## config.mk

```make
export PLATFORM = sky130hd
export DESIGN_NAME = usb_rx_pkt_check
export DESIGN_NICKNAME = d
export VERILOG_FILES = /design/src/rtl/usb_rx_pkt_check.sv
export SDC_FILE = /design/constraint.sdc
export NUM_CORES = 1
export LEC_CHECK = 0
export BUFFER_PORTS_ARGS = -buffer_cell sky130_fd_sc_hd__buf_2
export CAP_MARGIN = 20
export CORE_ASPECT_RATIO = 0.9
export CORE_MARGIN = 4
export CORE_UTILIZATION = 44
export DETAILED_ROUTE_END_ITERATION = 8
export HOLD_SLACK_MARGIN = 0.1
export PLACE_DENSITY = 0.64
export SLEW_MARGIN = 0
export SYNTH_ARGS = -nofsm -noshare
export SYNTH_HDL_FRONTEND = slang
export SYNTH_SLANG_ARGS = --single-unit
```

## constraint.sdc

```tcl
create_clock -name clk -period 5.7 [get_ports clk]
set_input_delay 0.57 -clock clk [delete_from_list [all_inputs] [get_ports clk]]
set_output_delay 0.57 -clock clk [all_outputs]
set_load 0.05 [all_outputs]
```

## src/rtl/usb_rx_pkt_check.sv

```systemverilog
// USB receive packet checker: PID decode/validation, CRC5/CRC16 residue check,
// token field capture and payload byte delivery with the trailing CRC16 stripped.
module usb_rx_pkt_check #(
  parameter int MAX_PAYLOAD = 1023,
  parameter int CNT_W       = 11
) (
  input  logic             clk,
  input  logic             rst_n,
  input  logic             pkt_start,
  input  logic             bit_in,
  input  logic             bit_valid,
  input  logic             pkt_end,
  output logic [3:0]       pid_out,
  output logic             pid_valid,
  output logic [10:0]      tok_data,
  output logic [7:0]       data_out,
  output logic             data_valid,
  output logic [CNT_W-1:0] byte_count,
  output logic [1:0]       pkt_kind,
  output logic             pkt_done,
  output logic             pid_ok,
  output logic             crc_ok,
  output logic             len_ok
);

  typedef enum logic [2:0] {IDLE, PID, TOKEN, DATA, HSK, DRAIN} state_t;

  state_t      state;
  logic [6:0]  sh;        // bits of the byte being assembled, newest at [6]
  logic [2:0]  bph;       // bit position within the current byte
  logic [4:0]  crc5;
  logic [15:0] crc16;
  logic [4:0]  tok_cnt;   // token body bits, saturating at 17
  logic [1:0]  held;      // completed bytes held in the delay line (0..2)
  logic [7:0]  h1, h2;    // h1 = previous byte, h2 = the one before it
  logic        ovf;
  logic        hsk_err;

  logic        acc;
  logic [7:0]  cur_byte;
  logic        pid_good;
  logic [1:0]  pid_cls;
  logic        c5_fb, c16_fb;
  logic [4:0]  crc5_nxt;
  logic [15:0] crc16_nxt;

  // Bit acceptance, completed-byte view, PID class and next CRC values
  always_comb begin
    acc       = bit_valid & ~pkt_end;
    cur_byte  = {bit_in, sh};
    pid_good  = (cur_byte[7:4] == ~cur_byte[3:0]);
    c5_fb     = crc5[4] ^ bit_in;
    c16_fb    = crc16[15] ^ bit_in;
    crc5_nxt  = {crc5[3:0], 1'b0} ^ (c5_fb ? 5'h05 : 5'h00);
    crc16_nxt = {crc16[14:0], 1'b0} ^ (c16_fb ? 16'h8005 : 16'h0000);
    case (cur_byte[3:0])
      4'b0001, 4'b1001, 4'b0101, 4'b1101, 4'b0100: pid_cls = 2'd0;
      4'b0011, 4'b1011, 4'b0111, 4'b1111:          pid_cls = 2'd1;
      4'b0010, 4'b1010, 4'b1110, 4'b0110:          pid_cls = 2'd2;
      default:                                     pid_cls = 2'd3;
    endcase
  end

  // Packet FSM: start/abort, bit processing per state, and end-of-packet verdict
  always_ff @(posedge clk or negedge rst_n) begin
    if (!rst_n) begin
      state      <= IDLE;
      sh         <= '0;
      bph        <= '0;
      crc5       <= '1;
      crc16      <= '1;
      tok_cnt    <= '0;
      held       <= '0;
      h1         <= '0;
      h2         <= '0;
      ovf        <= 1'b0;
      hsk_err    <= 1'b0;
      pid_out    <= '0;
      pid_valid  <= 1'b0;
      tok_data   <= '0;
      data_out   <= '0;
      data_valid <= 1'b0;
      byte_count <= '0;
      pkt_kind   <= 2'd3;
      pkt_done   <= 1'b0;
      pid_ok     <= 1'b0;
      crc_ok     <= 1'b0;
      len_ok     <= 1'b0;
    end else begin
      pid_valid  <= 1'b0;
      data_valid <= 1'b0;
      pkt_done   <= 1'b0;
      if (pkt_start) begin
        // a new SYNC overrides whatever was in flight
        state      <= PID;
        sh         <= '0;
        bph        <= '0;
        crc5       <= '1;
        crc16      <= '1;
        tok_cnt    <= '0;
        held       <= '0;
        h1         <= '0;
        h2         <= '0;
        ovf        <= 1'b0;
        hsk_err    <= 1'b0;
        tok_data   <= '0;
        byte_count <= '0;
        pkt_kind   <= 2'd3;
        pid_ok     <= 1'b0;
        crc_ok     <= 1'b0;
        len_ok     <= 1'b0;
      end else if (pkt_end && state != IDLE) begin
        pkt_done <= 1'b1;
        state    <= IDLE;
        case (state)
          PID: begin
            pid_ok   <= 1'b0;
            pkt_kind <= 2'd3;
            len_ok   <= 1'b0;
            crc_ok   <= 1'b0;
          end
          TOKEN: begin
            len_ok <= (tok_cnt == 5'd16);
            crc_ok <= (crc5 == 5'h0C);
          end
          DATA: begin
            len_ok <= (bph == 3'd0) && (held == 2'd2) && !ovf;
            crc_ok <= (crc16 == 16'h800D);
          end
          HSK: begin
            len_ok <= !hsk_err;
            crc_ok <= 1'b1;
          end
          default: begin
            len_ok <= 1'b0;
            crc_ok <= 1'b0;
          end
        endcase
      end else if (acc) begin
        // CRC covers only the body; PID bits never reach the engines
        if (state != IDLE && state != PID) begin
          crc5  <= crc5_nxt;
          crc16 <= crc16_nxt;
        end
        case (state)
          PID: begin
            sh  <= {bit_in, sh[6:1]};
            bph <= bph + 3'd1;
            if (bph == 3'd7) begin
              pid_ok <= pid_good;
              if (!pid_good) begin
                pkt_kind <= 2'd3;
                state    <= DRAIN;
              end else begin
                pid_out   <= cur_byte[3:0];
                pid_valid <= 1'b1;
                pkt_kind  <= pid_cls;
                case (pid_cls)
                  2'd0:    state <= TOKEN;
                  2'd1:    state <= DATA;
                  2'd2:    state <= HSK;
                  default: state <= DRAIN;
                endcase
              end
            end
          end
          TOKEN: begin
            if (tok_cnt < 5'd11) tok_data[tok_cnt[3:0]] <= bit_in;
            if (tok_cnt != 5'd17) tok_cnt <= tok_cnt + 5'd1;
          end
          DATA: begin
            sh  <= {bit_in, sh[6:1]};
            bph <= bph + 3'd1;
            if (bph == 3'd7) begin
              // the two newest bytes may be the CRC, so only the third-newest leaves
              if (held == 2'd2) begin
                if (byte_count == CNT_W'(MAX_PAYLOAD)) begin
                  ovf <= 1'b1;
                end else begin
                  data_out   <= h2;
                  data_valid <= 1'b1;
                  byte_count <= byte_count + 1'b1;
                end
              end else begin
                held <= held + 2'd1;
              end
              h2 <= h1;
              h1 <= cur_byte;
            end
          end
          HSK:     hsk_err <= 1'b1;
          default: ;
        endcase
      end
    end
  end

endmodule

```

==> summary.md <==
| Metric | Value |
|---|---|
| Minimum clock period | 2.34 ns |
| CP most frequent cell | ha_1 |
| Area Overhead vs Synth | 13.1% |
| Critical Path Slowest Stage Cell | or3_1 |
| DP HPWL | 6.75 mm |
| CTS Buf Count | 9 |
| Root Driver | clkbuf_16 |
| Syn_nets | 507 |
| Worst endpoint data arrival time | 2.57 ns |
| F_max | 427 MHz |
| Worst Path Class, Setup | flip-flop to flip-flop |
| Commonest cells in the netlist | nand2_1 (102), dfrtp_1 (78), a21oi_1 (40) |
| Number of synthesized flops with an enable pin | 0 |
| Critical Path RT | 5.93 ns |
| Fillers | 1,015 |
| Largest area contributor in the netlist | dfrtp_1 |
| Global-route wire length before repair | roughly 17 mm |
| Main synth FF type | dfrtp_1 |
| CP Cell Sequence | ha_1, ha_1, and4b_1, nand3_4, or3_1, mux2_4 |
| Crit path max fanout | 9 |
| Final worst clock skew | 0.00742 ns |
| GP Congestion | 0.796 |
| # rows | 36 |
| Hold crit path type | input pin to async pin |
| Die X | 119 um |
| CTS resizes | 0 |
| # Post-CTS Setup Buffers | 0 |
| Number of global-route vias before repair | 3,469 |
| # diodes | 0 |
| Post-synthesis cell area | 4880 sq um |
| Via density | about 5.3 |
| DR iter-0 viols | 248 |
| GRT overflow | 0 |
| DP Area | around 5200 sq um |
| Setup TNS Final | 0 ns |
| # port buffers | 47 |
| Slew @ Worst Pin | 0.698 ns |
| Status | completed |
| Post-synth ARST share | 1.00 |
| Delay-heaviest family, CP | simple AND/OR/NAND/NOR gates |
| RSZ-0062 raised after global routing | no |
| Total Wirelength | just over 10 mm |
| NumNets Final | 544 |
| Residual DRC | 0 |
| Leak pwr | ~2.6 nW |
| Most common cell in the netlist | nand2_1 |
| Proportion of layout cells with a drive suffix above 1 | 0.211 |
| WP buf/inv | 0 |
| Clock Sinks | 101 |
| CTS tree | yes |
| Starting Density | 0.450 |
| Max Buffers Root-to-Sink | 2 |
| DR WL/cell | approximately 15 um |
| CP max stage delay | 0.56 ns |
| Pwr Total | about 0.0014 W |
| Worst setup EP type | flip-flop |
| Slew Viols, Final | 0 |
| Worst setup SP type | flip-flop |
| Max-slew headroom | 0.531 |
| Initial antenna violation count | 0 |
| H-tree levels | 3 |
| Final Hold Viols | 0 |
| Largest net degree at the start of global routing | 65 |
| Main area contributors after synthesis | dfrtp_1 (40%), dfstp_2 (12%), nand2_1 (7.8%) |
| Overall global routing resource usage | 0.164 |
| DRT Pass-1 Iters | 4 |
| Max cap viols | 0 |
| Die height | 108 um |
| Final instance area | 5520 sq um |
| # setup viols final | 0 |
| Hold bufs inserted after CTS | 0 |
| Yosys cell types | 61 |
| Clock latency on the worst-skew pair | 0.34 ns |
| I/O pin cnt | 48 |
| Overall via count from detail_route | 3,610 |
| Top cell type's share of synthesized area | 0.400 |
| YS warnings | 0 |
| Mean Syn Cell Area | around 10 sq um |
| Clk pin slew, worst setup/hold paths | 0.07 ns |
| Max VDD drop | 263 uV |
| Pwr dens | 255 nW/um^2 |
| Yosys reg bits | 101 |
| Synthesized instance count | 490 |
| CORE AREA | 10,900 sq um |
| Routed Antenna Nets | 0 |
| Die area | 12,800 sq um |
| Seq/Total Area, Yosys | 0.524 |
| Final worst path period share | 0.410 |
## path summary, 6_finish.rpt
path | endpoint | slack, ns | startpoint | cells past startpoint
hold / removal | byte_count[8] | 0.24 | rst_n | 1
hold reg to reg | crc5[4] | 0.49 | crc5[3] | 2
min in group clk | crc5[4] | 0.49 | crc5[3] | 2
setup / recovery | data_out[6] | 3.36 | bph[0] | 6
setup reg to reg | data_out[6] | 3.36 | bph[0] | 6
max in group asynchronous | tok_data[0] | 4.36 | rst_n | 2
## area by class of cell
type | instances | area (sq um) | share of cell area
sequential | 101 | 2560 | 0.463
multi-input combinational | 345 | 2130 | 0.386
timing repair buffer | 53 | 283 | 0.0512
clock buffer | 9 | 225 | 0.0408
tap | 152 | 190 | 0.0345
clock inverter | 6 | 70.1 | 0.0127
inverter | 17 | 63.8 | 0.0116
## per-stage QoR
step / instances / util / hold slack [ns] / setup WS, ns
2_1_floorplan: 490 / - / 0.274 / 3.64
3_3_place_gp: 667 / 0.481 / 0.476 / 3.28
3_5_place_dp: 667 / 0.481 / 0.485 / 3.22
4_1_cts: 682 / 0.508 / 0.264 / 3.34
5_1_grt: 683 / 0.509 / 0.288 / 3.17
6_report: 683 / 0.509 / 0.243 / 3.36
## registers in the layout (all words and copies together), names as in the netlist
| register | flops |
|---|---|
| crc16 | 16 |
| crc_ok | 1 |
| tok_data | 11 |
| tok_cnt | 5 |
| ovf | 1 |
| pid_out | 4 |
| crc5 | 5 |
| len_ok | 1 |
| hsk_err | 1 |
| bph | 3 |
| data_out | 8 |
| pkt_kind | 2 |
| pid_ok | 1 |
| state | 3 |
| h2 | 8 |
| pkt_done | 1 |
| byte_count | 11 |
| sh | 7 |
| held | 2 |
| data_valid | 1 |
| pid_valid | 1 |
| h1 | 8 |
## where the power goes
| group | internal (W) | switching (W) |
|---|---|---|
| logic | 0.0000166 | 0.0000505 |
| clock network | 0.000343 | 0.000273 |
| registers | 0.000721 | 0.00000673 |
| total | 0.00108 | 0.000330 |
## cell families after synthesis
group           after synthesis  share of synthesized area
xor+xnor                     13                     0.0233
compound gates               81                      0.102
flops                       101                      0.524
mux                          23                     0.0567
fa+ha+maj                    11                     0.0282
buf+inv                      44                     0.0392
simple gates                217                      0.227
## routing by layer
layer,part of all wire,vias to the layer above,track usage
li1,-,1778,-
met1,0.49,1763,0.229
met2,0.46,63,0.257
met3,0.042,6,0.0399
met4,0.0053,0,0.0463
met5,0,-,0
## layout by cell type (no fill, tap or decap), drive strengths merged, types with 3 or more instances in the layout
cell	n
mux2i	10
o31ai	4
nand3b	4
and2	3
nor4bb	4
o211ai	3
buf	53
nor2b	4
nor3	4
nor2	22
nand3	29
clkbuf	9
inv	19
or4	3
clkinv	3
o21ai	10
xnor2	9
or3	5
dfstp	23
nand4	15
dfrtp	78
a21oi	40
mux2	13
nand2	102
nor3b	3
xor2	4
o21a	4
and3	4
nor4	5
ha	11
Note: power is estimated with default switching activity, not from simulation.
